==> src/rtl/rs_encoder_seq.sv <==
`timescale 1ns/1ps
// RS(15,9) systematic encoder over GF(16), poly x^4+x+1.
// One message symbol per cycle through a 6-stage parity LFSR.
module rs_encoder_seq (
  input  logic        clk,
  input  logic        rst,
  input  logic [35:0] messageIn,
  input  logic        encodeMessage,
  output logic [59:0] codewordOut,
  output logic        codewordValid,
  output logic        encoderBusy
);

  localparam int N    = 15;
  localparam int K    = 9;
  localparam int NPAR = 6;
  localparam int SYM  = 4;

  // g(x) low coefficients g0..g5; the x^6 term is implicit
  localparam logic [NPAR-1:0][SYM-1:0] GEN = {
    4'h7, 4'h9, 4'h3, 4'hC, 4'hA, 4'hC
  };

  typedef enum logic [1:0] {
    IDLE  = 2'd0,
    SHIFT = 2'd1,
    DONE  = 2'd2
  } state_e;

  state_e                     state_q, state_d;
  logic [SYM*K-1:0]           msg_q, msg_d;
  logic [NPAR-1:0][SYM-1:0]   par_q, par_d;
  logic [3:0]                 cnt_q, cnt_d;
  logic [SYM*N-1:0]           cw_q, cw_d;
  logic                       valid_q, valid_d;
  logic                       busy_q, busy_d;
  logic [SYM-1:0]             sym;
  logic [SYM-1:0]             fb;

  // GF(16) multiply; with a constant k this folds to XOR gates
  function automatic logic [SYM-1:0] gmul(
    input logic [SYM-1:0] a,
    input logic [SYM-1:0] k
  );
    logic [SYM-1:0] p;
    logic [SYM-1:0] x;
    p = '0;
    x = a;
    for (int i = 0; i < SYM; i++) begin
      if (k[i]) p = p ^ x;
      x = {x[SYM-2:0], 1'b0} ^ (x[SYM-1] ? 4'h3 : 4'h0);
    end
    return p;
  endfunction

  // State register with synchronous reset
  always_ff @(posedge clk) begin
    if (rst) begin
      state_q <= IDLE;
      msg_q   <= '0;
      par_q   <= '0;
      cnt_q   <= '0;
      cw_q    <= '0;
      valid_q <= 1'b0;
      busy_q  <= 1'b0;
    end else begin
      state_q <= state_d;
      msg_q   <= msg_d;
      par_q   <= par_d;
      cnt_q   <= cnt_d;
      cw_q    <= cw_d;
      valid_q <= valid_d;
      busy_q  <= busy_d;
    end
  end

  // Next-state: capture, shift highest symbol first, publish
  always_comb begin
    state_d = state_q;
    msg_d   = msg_q;
    par_d   = par_q;
    cnt_d   = cnt_q;
    cw_d    = cw_q;
    valid_d = 1'b0;
    busy_d  = busy_q;
    sym     = '0;
    for (int k = 0; k < K; k++) begin
      if (cnt_q == 4'(K - 1 - k)) sym = msg_q[k*SYM +: SYM];
    end
    fb = sym ^ par_q[NPAR-1];
    unique case (state_q)
      IDLE: begin
        if (encodeMessage) begin
          msg_d   = messageIn;
          par_d   = '0;
          cnt_d   = '0;
          busy_d  = 1'b1;
          state_d = SHIFT;
        end
      end
      SHIFT: begin
        par_d[0] = gmul(fb, GEN[0]);
        for (int i = 1; i < NPAR; i++) begin
          par_d[i] = par_q[i-1] ^ gmul(fb, GEN[i]);
        end
        cnt_d = cnt_q + 4'd1;
        if (cnt_q == 4'(K - 1)) state_d = DONE;
      end
      DONE: begin
        cw_d    = {msg_q, par_q};
        valid_d = 1'b1;
        busy_d  = 1'b0;
        state_d = IDLE;
      end
      default: state_d = IDLE;
    endcase
  end

  assign codewordOut   = cw_q;
  assign codewordValid = valid_q;
  assign encoderBusy   = busy_q;

endmodule

==> config.mk <==
export PLATFORM = sky130hd
export DESIGN_NAME = rs_encoder_seq
export DESIGN_NICKNAME = d
export VERILOG_FILES = /design/src/rtl/rs_encoder_seq.sv
export SDC_FILE = /design/constraint.sdc
export NUM_CORES = 1
export LEC_CHECK = 0
export BUFFER_PORTS_ARGS = -buffer_cell sky130_fd_sc_hd__buf_2
export CAP_MARGIN = 40
export CORE_MARGIN = 2
export CORE_UTILIZATION = 35
export DETAILED_ROUTE_END_ITERATION = 10
export SYNTH_ARGS = -nofsm -noshare
export SYNTH_HDL_FRONTEND = slang
export SYNTH_SLANG_ARGS = --single-unit
==> constraint.sdc <==
create_clock -name clk -period 3.5 [get_ports clk]
set_clock_uncertainty 0.2 [all_clocks]
set_input_delay 0.35 -clock clk [delete_from_list [all_inputs] [get_ports clk]]
set_output_delay 0.35 -clock clk [all_outputs]
set_load 0.1 [all_outputs]
Word-level counts from Yosys, hierarchy flattened
Cells that the tools add are included.
{"block": "op_classes", "bitwise_logic": 14, "shifts": 0, "multipliers": 0, "n_addsub": 1, "reduce_logical": 8, "magnitude_cmp": 0, "n_mux": 30, "eq_ne": 12, "div": 0}
{"op": "$mux 4", "count": 18}
{"op": "$pmux 24 s2", "count": 1}
{"op": "$xor 4x4->4", "count": 11}
{"op": "$mux 24", "count": 1}
{"op": "$eq 4x3->1 const B", "count": 4}
{"op": "$xor 4x2->4", "count": 3}
{"op": "$mux 2", "count": 5}
{"op": "$eq 4x2->1 const B", "count": 2}
{"op": "$pmux 4 s2", "count": 1}
{"op": "$reduce_and 2->1", "count": 4}
{"op": "$add 4x1->4 const B", "count": 1}
{"op": "$eq 4x1->1 const B", "count": 1}
{"op": "$eq 4x4->1 const B", "count": 1}
{"op": "$logic_not 4->1", "count": 1}
{"op": "$ne 2x2->1 const B", "count": 2}
{"op": "$pmux 2 s2", "count": 1}
{"op": "$reduce_bool 2->1", "count": 2}
{"op": "$eq 2x1->1 const B", "count": 1}
{"op": "$eq 2x2->1 const B", "count": 1}
{"op": "$logic_not 2->1", "count": 1}
{"op": "$mux 1", "count": 2}
{"op": "$pmux 1 s2", "count": 1}
{"block": "word_totals", "n_memories": 0, "latchBits": 0, "in_bits": 39, "word_cells": 77, "out_inout_bits": 62, "romBits": 0, "reg_bits": 128, "ram_bits": 0}

Longest topological paths before layout
{"block": "logic_depth", "ltp_word": 21, "ltp_mapped": 10, "ltp_nobuf": 9}

Worst setup path after synthesis
OpenSTA, ideal clock, no wires.
{"block": "synth_timing", "path_kind": "register to register", "startpoint": "register cnt_q[0]", "endpoint": "register par_q[22] in the netlist's numbering", "synth_period_minus_slack_ps": 2917, "setup_time_ps": 117, "stages_incl_launch_ff": 11, "n_path_buf": 1, "arrival_time_ps": 2601, "required_ps": 3183, "setup_slack_ps": 583, "cell_sequence": "dfxtp_1 > inv_1 > ha_1 > buf_2 > nand3b_1 > a311o_1 > o2111a_1 > a211oi_4 > xnor3_2 > xnor2_1 > a22o_1"}
{"block": "synth_via", "elab_chain_cells": 18, "word_cells_on_any_way": 29, "classes_between": "eq/ne: 8; mux: 14; bitwise: 6; reduce/logical: 1"}
{"element": "start, declared", "line": "33", "source": "logic [3:0] cnt_q, cnt_d;"}
{"element": "start signal, assigned", "line": "70", "source": "cnt_q <= cnt_d;"}
{"element": "$eq 4x4->1", "line": "88", "source": "if (cnt_q == 4'(K - 1 - k)) sym = msg_q[k*SYM +: SYM];"}
{"element": "$mux 4 (8 in series)", "line": "88"}
{"element": "$mux 4 *", "line": "88"}
{"element": "$xor 4x4->4 *", "line": "90", "source": "fb = sym ^ par_q[NPAR-1];"}
{"element": "$mux 4, or another cell as far along", "line": "91", "source": "unique case (state_q)"}
{"element": "$xor 4x4->4 or $xor 4x2->4 (tied branches)", "line": "50, 51"}
{"element": "$mux 4 or $xor 4x2->4 (tied branches)", "line": "91, 51"}
{"element": "$xor 4x4->4 *", "line": "50", "source": "if (k[i]) p = p ^ x;"}
{"element": "$mux 4 *", "line": "91"}
{"element": "$xor 4x4->4 *", "line": "104", "source": "par_d[i] = par_q[i-1] ^ gmul(fb, GEN[i]);"}
{"element": "$pmux 24 s2 *", "line": "91"}
{"element": "end signal, assigned", "line": "69", "source": "par_q <= par_d;"}
{"element": "end, declared", "line": "32", "source": "logic [NPAR-1:0][SYM-1:0] par_q, par_d;"}
Mark *: on every way between the ends. The rest lies on a longest branch, timed or not. The select of a mux whose other input is x is not followed.
A chain may end at the register's enable or synchronous reset.

Worst setup path after layout
Same ends and word-level chain as after synthesis.

==> run_results.csv <==
group,metric,value,unit
run_status,status,"finished, final reports clean",
logic_synthesis,synth_edf_count,0,
floorplan,die_h,127.6,um
grt,grt_max_degree,63,
setup_path,crit_fanout,18,
grt,grt_use_total,0.1738,
logic_synthesis,syn_area_per_cell,8.107,um^2
final_layout,ff_latch_area,2562,um^2
run,cap_viol_max_count,0,
clocking,path_clk_slew,0.06,ns
floorplan,fp.dieArea,16270,um^2
drt,num_vias,4712,
logic_synthesis,synth_seq_area_share,0.4796,
power_and_ir_drop,power.density,621.7,nW/um^2
setup_path,r2r_start,"cnt_q[0]",
logic_synthesis,synth.area.top_cells,"dfxtp_1, nand2_1, a21oi_1, xnor2_1, clkbuf_1",
placed_design,dpl-instance-area,5969,um^2
logic_synthesis,netlist_top_cells_count,"nand2_1, dfxtp_1, a21oi_1",
hold_path,min_path_type,"in2reg",
sta,finalMaxSlewViolations,0,
sta,hold_violations,0,
logic_synthesis,syn_inst,659,
clocking,cts_buffers,17,
final_layout,fin_area,6960,um^2
grt,grt_util_met1,0.2240,
setup_path,end_kind,"flop",
grt,gr-usage-met2,0.2737,
final_layout,drive_gt1_frac,0.1914,
sta,hold_slack,0.1679,ns
setup_path,start_kind,"flop",
final_layout,diodes,0,
sta,slew_headroom,0.4639,
floorplan,core_area,15030,um^2
logic_synthesis,synth_top_cell_by_area,"dfxtp_1",
final_layout,nNetsFinal,821,
drt,postRouteWirelength,13.79,mm
logic_synthesis,synth.distinct_cells,46,
clocking,insertion_delay,0.42,ns
grt,antenna_found_initial,0,
placed_design,dp_hpwl,9.139,mm
placed_design,numPortBuffers,100,
logic_synthesis,synth_top_area_frac,0.4796,
clocking,root_buffer,"clkbuf_16",
clocking,htreeDepth,4,
logic_synthesis,yosys_warnings,0,
floorplan,rows,45,
drt,drt_iter0_markers,226,
sta,period_needed,3.172,ns
floorplan,io_pins,101,
logic_synthesis,netlist_area,5343,um^2
setup_path,critical_path_arrival,3.29,ns
grt,grt_pass1_vias,4507,
setup_path,crit_type,"reg2reg",
drt,wl_per_cell,14.11,um
clocking,cts.repair.resized,0,
sta,fmax,315.3,MHz
power_and_ir_drop,power_leakage,2.790,nW
floorplan,start_util,0.3554,
sta,fin_crit_sh,0.9063,
grt,busiest_layer,"met2",
final_layout,multiInputGateArea,2560,um^2
grt,grt_overflow,0,
clocking,cts_tree,"built",
sta,rsz0062_at_grt,"no",
logic_synthesis,syn_nets,702,
clocking,cts_buffer_depth,2,
setup_path,worstPathRequired,3.61,ns
setup_path,startpoint,"cnt_q[0]",
sta,setup_viol,0,
logic_synthesis,ys_ff_latch,128,
logic_synthesis,ys_async_sr_fraction,0,
sta,tns,0,ns
drt,vias_per_cell,4.823,
hold_path,hp-start,"encodeMessage",
grt,grt_pass1_wl,22.45,mm
drt,drc,0,
drt,drtAntennaViolNets,0,
final_layout,synthToLayoutAreaGrowth,30.28,%
floorplan,die_width,127.6,um
final_layout,fill_cells,1493,
logic_synthesis,synth_top_flop_cell,"dfxtp_1",
grt,grt_use_met3,0.05025,
placed_design,finalWeightedCongestion,0.7836,
drt,first_pass_iters,4,
power_and_ir_drop,peakVddDrop,384.0,uV
clocking,cts.sinks,128,
sta,worst_pin_slew,0.8025,ns
logic_synthesis,yosysMostFrequentCell,"nand2_1",
[repair_timing]
| action | in CTS | in global routing |
|---|---|---|
| buffers inserted | 0 | 0 |
| hold buffers | 36 | 0 |
| setup endpoints to repair | 0 | 0 |
| endpoints found under the hold margin | 36 | 0 |
[worst max-delay path, cell delays in order, from the launching register on]
cell and delay (ns):
dfxtp_1 0.41, inv_1 0.09, ha_1 0.38, nand3b_1 0.23, a311oi_1 0.39, a211oi_1 0.11
o2bb2ai_2 0.34, xnor3_2 0.58, xnor2_1 0.16, a22o_1 0.18
[area by class of cell]
type	count	share of cell area
sequential	128	0.3681
multi-input combinational	478	0.3678
timing repair buffer	148	0.1370
clock buffer	25	0.07262
tap	188	0.03379
clock inverter	5	0.01798
inverter	5	0.002696
[where the power goes]
| part | internal [W] | leakage [nW] | total (W) | switching (W) |
|---|---|---|---|---|
| logic | 0.000408 | 1.44 | 0.000785 | 0.000377 |
| registers | 0.00156 | 1.04 | 0.00167 | 0.000109 |
| clock network | 0.00128 | 0.309 | 0.00188 | 0.000599 |
[routing by layer]
| layer | up-vias | wire length (um) |
|---|---|---|
| li1 | 2437 | - |
| met1 | 2146 | 6461 |
| met2 | 107 | 6401 |
| met3 | 22 | 643 |
| met4 | 0 | 282 |
| met5 | - | 0 |
[through the flow]
step | util | setup slack [ns] | power [W] | cells
floorplan | - | 0.5827 | 0.002272 | 659
global placement | 0.3971 | 0.4047 | 0.002446 | 911
detailed placement | 0.3971 | 0.3660 | 0.002451 | 911
CTS | 0.4630 | 0.3480 | 0.004369 | 977
global route | 0.4630 | 0.1101 | 0.004521 | 977
finish | 0.4630 | 0.3280 | 0.004328 | 977
[flip-flops by register name, summed over array words and instances, names as in the netlist]
signal / count
cnt_q: 4
codewordOut: 60
codewordValid: 1
state_q: 2
par_q: 24
msg_q: 36
encoderBusy: 1
[cells in the final DEF (no fill, tap or decap), drive strengths merged, types with 5 or more instances in the layout]
| cell type | instances |
|---|---|
| inv | 5 |
| buf | 112 |
| nor2b | 5 |
| dfxtp | 128 |
| nor2 | 13 |
| a211oi | 10 |
| nand2 | 222 |
| nand2b | 11 |
| xor2 | 13 |
| xnor2 | 17 |
| nand3b | 5 |
| a22o | 6 |
| a21oi | 109 |
| dlygate4sd3 | 36 |
| o21ai | 20 |
| clkbuf | 25 |
[path summary, 6_finish.rpt]
check,endpoint,slack [ns],depth (start not counted)
min reg2reg,codewordOut[26],0.25,2
max reg2reg,par_q[22],0.33,9
max,par_q[22],0.33,9
min,msg_q[1],0.17,4
[kinds of logic (layout without fill, tap and decap cells)]
group,after synthesis,count (layout),synth area share
AND/OR/NAND/NOR,265,265,0.2016
AO/OA/AOI/OAI,175,175,0.2021
flip-flops,128,128,0.4796
buffers and inverters,53,183,0.04309
XOR/XNOR,33,33,0.06206
adder cells (fa/ha/maj),4,4,0.009368
multiplexers,1,1,0.002108
Power figures use the tool's default switching activity.
